## config.mk

```make
export PLATFORM = sky130hd
export DESIGN_NAME = image_mem_arbiter
export DESIGN_NICKNAME = d
export VERILOG_FILES = /design/src/rtl/image_mem_arbiter_pkg.sv /design/src/rtl/image_mem_rr2.sv /design/src/rtl/image_mem_arbiter.sv
export SDC_FILE = /design/constraint.sdc
export NUM_CORES = 1
export LEC_CHECK = 0
export ABC_CLOCK_PERIOD_IN_PS = 3890
export CORE_ASPECT_RATIO = 0.9
export CORE_UTILIZATION = 40
export CTS_CLUSTER_SIZE = 25
export DETAILED_ROUTE_END_ITERATION = 7
export PLACE_DENSITY = 0.84
export SYNTH_ARGS = -nofsm -noshare
export SYNTH_HDL_FRONTEND = slang
export SYNTH_SLANG_ARGS = --single-unit
```

## constraint.sdc

```tcl
create_clock -name clk -period 3.89 [get_ports clk]
set_input_delay 0.778 -clock clk [delete_from_list [all_inputs] [get_ports clk]]
set_output_delay 0.778 -clock clk [all_outputs]
set_load 0.02 [all_outputs]
```

## src/rtl/image_mem_arbiter_pkg.sv

```systemverilog
// Shared types and defaults for the image RAM arbiter.
package image_mem_arbiter_pkg;

    typedef enum logic [1:0] {
        IDLE  = 2'd0,
        CLEAR = 2'd1,
        DONE  = 2'd2
    } state_t;

    typedef enum logic {
        GNT_RD = 1'b0,
        GNT_WR = 1'b1
    } gnt_t;

    localparam int DEF_RAM_WIDTH     = 8;
    localparam int DEF_RAM_ADDR_BITS = 10;

endpackage

```

## src/rtl/image_mem_rr2.sv

```systemverilog
// Two-way round-robin grant between the image writer and the pixel reader.
module image_mem_rr2
    import image_mem_arbiter_pkg::*;
(
    input  logic clk,
    input  logic reset,
    input  logic en,
    input  logic wr_req,
    input  logic rd_req,
    input  logic restart,
    output logic gnt_wr,
    output logic gnt_rd
);

    gnt_t last_grant;

    always_comb begin
        gnt_wr = 1'b0;
        gnt_rd = 1'b0;
        if (en) begin
            if (wr_req && rd_req) begin
                if (last_grant == GNT_RD) gnt_wr = 1'b1;
                else                      gnt_rd = 1'b1;
            end else begin
                gnt_wr = wr_req;
                gnt_rd = rd_req;
            end
        end
    end

    // Leaving a clear sequence restarts fairness as if from reset, so the writer goes first.
    always_ff @(posedge clk) begin
        if (reset || restart)
            last_grant <= GNT_RD;
        else if (gnt_wr)
            last_grant <= GNT_WR;
        else if (gnt_rd)
            last_grant <= GNT_RD;
    end

endmodule

```

## src/rtl/image_mem_arbiter.sv

```systemverilog
// Image RAM controller: round-robin writer/reader sharing plus a full-RAM clear sweep.
module image_mem_arbiter
    import image_mem_arbiter_pkg::*;
#(
    parameter int                   RAM_WIDTH     = DEF_RAM_WIDTH,
    parameter int                   RAM_ADDR_BITS = DEF_RAM_ADDR_BITS,
    parameter logic [RAM_WIDTH-1:0] CLEAR_VALUE   = '0
) (
    input  logic                     clk,
    input  logic                     reset,
    input  logic                     wr_valid,
    input  logic [RAM_ADDR_BITS-1:0] wr_addr,
    input  logic [RAM_WIDTH-1:0]     wr_data,
    output logic                     wr_ready,
    input  logic                     rd_req,
    input  logic [RAM_ADDR_BITS-1:0] rd_addr,
    output logic                     rd_ack,
    output logic                     rd_valid,
    output logic [RAM_WIDTH-1:0]     rd_data,
    input  logic                     clear_req,
    output logic                     busy,
    output logic                     clear_done,
    output logic                     mem_we,
    output logic [RAM_ADDR_BITS-1:0] mem_addr,
    output logic [RAM_WIDTH-1:0]     mem_di,
    input  logic [RAM_WIDTH-1:0]     mem_do
);

    state_t                   state, next_state;
    logic [RAM_ADDR_BITS-1:0] clr_cnt;
    logic                     arb_en, gnt_wr, gnt_rd;

    // A clear request pre-empts arbitration in the cycle it arrives.
    assign arb_en = !reset && (state == IDLE) && !clear_req;

    image_mem_rr2 u_rr2 (
        .clk     (clk),
        .reset   (reset),
        .en      (arb_en),
        .wr_req  (wr_valid),
        .rd_req  (rd_req),
        .restart (state == DONE),
        .gnt_wr  (gnt_wr),
        .gnt_rd  (gnt_rd)
    );

    always_comb begin
        next_state = state;
        wr_ready   = 1'b0;
        rd_ack     = 1'b0;
        mem_we     = 1'b0;
        mem_addr   = '0;
        mem_di     = '0;
        if (!reset) begin
            case (state)
                IDLE: begin
                    if (clear_req) begin
                        next_state = CLEAR;
                    end else begin
                        wr_ready = gnt_wr;
                        rd_ack   = gnt_rd;
                        mem_we   = gnt_wr;
                        if (gnt_wr) begin
                            mem_addr = wr_addr;
                            mem_di   = wr_data;
                        end else if (gnt_rd) begin
                            mem_addr = rd_addr;
                        end
                    end
                end
                CLEAR: begin
                    mem_we   = 1'b1;
                    mem_addr = clr_cnt;
                    mem_di   = CLEAR_VALUE;
                    if (clr_cnt == '1) next_state = DONE;
                end
                DONE:    next_state = IDLE;
                default: next_state = IDLE;
            endcase
        end
    end

    always_ff @(posedge clk) begin
        if (reset) begin
            state      <= IDLE;
            clr_cnt    <= '0;
            rd_valid   <= 1'b0;
            rd_data    <= '0;
            busy       <= 1'b0;
            clear_done <= 1'b0;
        end else begin
            state      <= next_state;
            clr_cnt    <= (state == CLEAR) ? clr_cnt + 1'b1 : '0;
            rd_valid   <= rd_ack;
            if (rd_ack) rd_data <= mem_do;
            busy       <= (next_state == CLEAR);
            clear_done <= (next_state == DONE);
        end
    end

endmodule

```

==> impl_metrics.json <==
{
  "run_status": "completed",
  "clock_insertion_delay_worst_skew_ns": 0.32,
  "netlist_instances": 127,
  "category_of_the_worst_setup_path_launch_point": "primary input",
  "crit_path_cell_trace": "clkdlybuf4s50_1 > nor4_2 > and3_1 > a221o_1 > clkdlybuf4s50_1",
  "via_per_inst": 5.104,
  "grt_pass1_vias": 1142,
  "sink_count_of_the_clock_tree": 24,
  "dp_hpwl_mm": 2.793,
  "antennaDiodeCount": 0,
  "maxCapViolations": 0,
  "floorplan.die.height_um": 54.42,
  "timing.critical_path.slowest_cell_delay_ns": 0.60,
  "highest-signal-layer": "met4",
  "placement_rows": 18,
  "ys.warnings.count": 0,
  "cts.htree.levels": 1,
  "grt_setup_unrepaired": "no",
  "place.port_buffers": 72,
  "chipWidth_um": 60.24,
  "cts.hold.buffers_added": 0,
  "post-route-period-util": 0.9612,
  "highest_achievable_clock_rate_ghz": 0.2674,
  "data_arrival_time_of_the_worst_path_ns": 2.96,
  "initial_antenna_violation_count": 0,
  "count_of_pins_on_the_block_boundary": 73,
  "initial_core_util": 0.4338,
  "final.hold.worst_slack_ns": 0.5213,
  "layout.cells.most_common_list": "72 x sky130_fd_sc_hd__clkdlybuf4s50_1, 24 x sky130_fd_sc_hd__dfxtp_1, 19 x sky130_fd_sc_hd__and2_1",
  "critical_path.max_fanout": 12,
  "avgSynthCellArea_um2": 9.616,
  "setup.reg_to_reg.worst_slack_ns": 1.92,
  "met2_wirelength_mm": 1.829,
  "detailedRoute.firstPassIterationCount": 4,
  "clockBufferDepth": 2,
  "syn_area_um2": 1221,
  "synth_seq_cells": 24,
  "rr_startpoint": "state[0]",
  "timing.critical_path.slowest_stage_cell": "sky130_fd_sc_hd__clkdlybuf4s50_1",
  "drt-initial-drc-count": 43,
  "gr-total-overflow": 0,
  "wl_per_cell_um": 14.83,
  "critPathCaptureType": "primary output",
  "final_layout_setup_total_negative_slack_ns": 0,
  "placeable_core_area_um2": 2815,
  "sequential_standard_cell_area_um2": 480.5,
  "clk_root_buffer_cell": "sky130_fd_sc_hd__clkbuf_4",
  "power_density_nw_per_um2": 268.0,
  "count_of_cells_along_the_worst_register_to_register_path": 4,
  "postSynth.topFlopCell": "sky130_fd_sc_hd__dfxtp_1",
  "grt_first_pass_wirelength_mm": 5.299,
  "drt-met1-wl_mm": 1.472,
  "critPathBufInv": 2,
  "synth_cell_type_count": 32,
  "worstHoldEndpoint": "clr_cnt[7]",
  "multiInputGateArea_um2": 684.4,
  "cp_top_family": "buffers and inverters",
  "flow.area_growth_from_synthesis_pct": 65.88,
  "postSynth.asyncResetShare": 0,
  "fillCellCount": 219,
  "gp_congestion": 0.8314,
  "cts.repair.resized": 0,
  "grt_start_max_net_pins": 21,
  "layout.cells.most_common": "sky130_fd_sc_hd__clkdlybuf4s50_1",
  "hold_path.startpoint": "clr_cnt[7]",
  "post_route_cells_drive_above_1_share": 0.09453,
  "worstPathRequired_ns": 3.11,
  "cts_post_setup_buffers_inserted": 0,
  "hold_path_depth": 2,
  "worst-setup-path-type": "in2out",
  "final.min_clock_period_ns": 3.739,
  "drc_errors": 0,
  "vdd_drop_max_mv": 0.1997,
  "track_usage": 0.2227,
  "finalSetupViolations": 0,
  "total_leakage_power_nw": 0.7640,
  "tritoncts.num_buffers": 3,
  "route.vias.total": 1230,
  "clk_pin_slew_ns": 0.13,
  "maxSlewViolCount": 0,
  "crit-reg2reg-capture": "rd_data[7]",
  "synth.net_count": 169,
  "critical-path-top-cell-by-count": "sky130_fd_sc_hd__clkdlybuf4s50_1",
  "met3WireLength_um": 204,
  "design.die.area_um2": 3278,
  "synth_edf_count": 0,
  "tritoncts": "built",
  "max-slew-margin-rel": 0.7011,
  "final_antenna_net_count": 0,
  "worst_hold_path_type": "reg2reg",
  "tightest_slew_ns": 0.4371,
  "wirelength_mm": 3.573,
  "clock_skew_ns": 0.004084,
  "final_hold_viol_count": 0,
  "layout.nets": 244,
  "synth_seq_area_share": 0.3934
}
==> how the worst max path moves through the flow <==
stage	startpoint	end	depth (start not counted)
2_1_floorplan	reset	mem_addr[0]	5
3_3_place_gp	reset	mem_addr[1]	5
3_5_place_dp	reset	mem_addr[7]	5
4_1_cts	reset	mem_addr[7]	5
5_1_grt	reset	mem_addr[7]	5
6_report	reset	mem_addr[7]	5
==> metrics by stage <==
stage | total power, mW | cells | area (µm²) | util | setup WS, ns
2_1_floorplan | 0.2984 | 127 | 1221 | - | 1.254
3_3_place_gp | 0.3633 | 237 | 1973 | 0.7009 | 0.2209
3_5_place_dp | 0.3663 | 237 | 1973 | 0.7009 | 0.1434
4_1_cts | 0.5459 | 241 | 2026 | 0.7196 | 0.1490
5_1_grt | 0.5628 | 241 | 2026 | 0.7196 | 0.04568
6_report | 0.5428 | 241 | 2026 | 0.7196 | 0.1509
==> report_power, final <==
| group | switching, mW | leakage, nW | internal [mW] |
|---|---|---|---|
| logic | 0.0396 | 0.541 | 0.0658 |
| registers | 0.00483 | 0.195 | 0.251 |
| clock network | 0.0769 | 0.0279 | 0.104 |
==> cell usage after synthesis (2+ instances only) <==
| cell | number | area [µm²] |
|---|---|---|
| sky130_fd_sc_hd__mux2_2 | 7 | 78.83 |
| sky130_fd_sc_hd__nand2b_1 | 3 | 18.77 |
| sky130_fd_sc_hd__dfxtp_1 | 24 | 480.5 |
| sky130_fd_sc_hd__and3_1 | 4 | 25.02 |
| sky130_fd_sc_hd__nor2_1 | 5 | 18.77 |
| sky130_fd_sc_hd__xor2_1 | 2 | 17.52 |
| sky130_fd_sc_hd__buf_2 | 2 | 10.01 |
| sky130_fd_sc_hd__nand2_1 | 5 | 18.77 |
| sky130_fd_sc_hd__a21oi_1 | 5 | 25.02 |
| sky130_fd_sc_hd__clkbuf_1 | 2 | 7.510 |
| sky130_fd_sc_hd__a41oi_1 | 2 | 17.52 |
| sky130_fd_sc_hd__inv_1 | 2 | 7.510 |
| sky130_fd_sc_hd__nand3_1 | 5 | 25.02 |
| sky130_fd_sc_hd__and4_1 | 2 | 17.52 |
| sky130_fd_sc_hd__nor2b_1 | 8 | 50.05 |
| sky130_fd_sc_hd__a221o_1 | 10 | 100.1 |
| sky130_fd_sc_hd__and2_1 | 19 | 118.9 |
| sky130_fd_sc_hd__or3_1 | 3 | 18.77 |
| sky130_fd_sc_hd__o21ai_0 | 4 | 20.02 |
==> registers in the layout, summed over array words and instances (netlist names) <==
signal / cells
clear_done: 1
clr_cnt: 10
state: 2
busy: 1
rd_data: 8
rd_valid: 1
u_rr2.last_grant: 1
==> worst register-to-register path, cell delays in order (launching register included) <==
cell	delay (ns)
sky130_fd_sc_hd__dfxtp_1	0.40
sky130_fd_sc_hd__nor4_2	0.37
sky130_fd_sc_hd__and3_1	0.49
sky130_fd_sc_hd__buf_4	0.26
sky130_fd_sc_hd__mux2_2	0.35
==> area by class of cell <==
cell class                 instances  area share
sequential                        24      0.2372
clock inverter                     1     0.01482
inverter                           2    0.003706
multi-input combinational         95      0.3379
timing repair buffer              76      0.3706
tap                               40     0.02471
clock buffer                       3     0.01112
==> per-layer routing <==
metal / track usage / vias up
met1: 0.2597 / 572
met5: 0 / -
li1: - / 608
met3: 0.03783 / 6
met2: 0.4066 / 44
met4: 0.08527 / 0
==> cell families (layout without fill, tap and decap cells) <==
| logic type | after synthesis | in the layout | share of synthesized area |
|---|---|---|---|
| and+or+nand+nor | 59 | 59 | 0.3002 |
| DFF | 24 | 24 | 0.3934 |
| AOI/OAI and AO/OA | 23 | 23 | 0.1465 |
| muxes | 9 | 9 | 0.08197 |
| buffers and inverters | 8 | 82 | 0.04611 |
| xor gates and xnor gates | 3 | 3 | 0.02152 |
| adders and majority gates | 1 | 1 | 0.01024 |
Power figures use the tool's default switching activity.
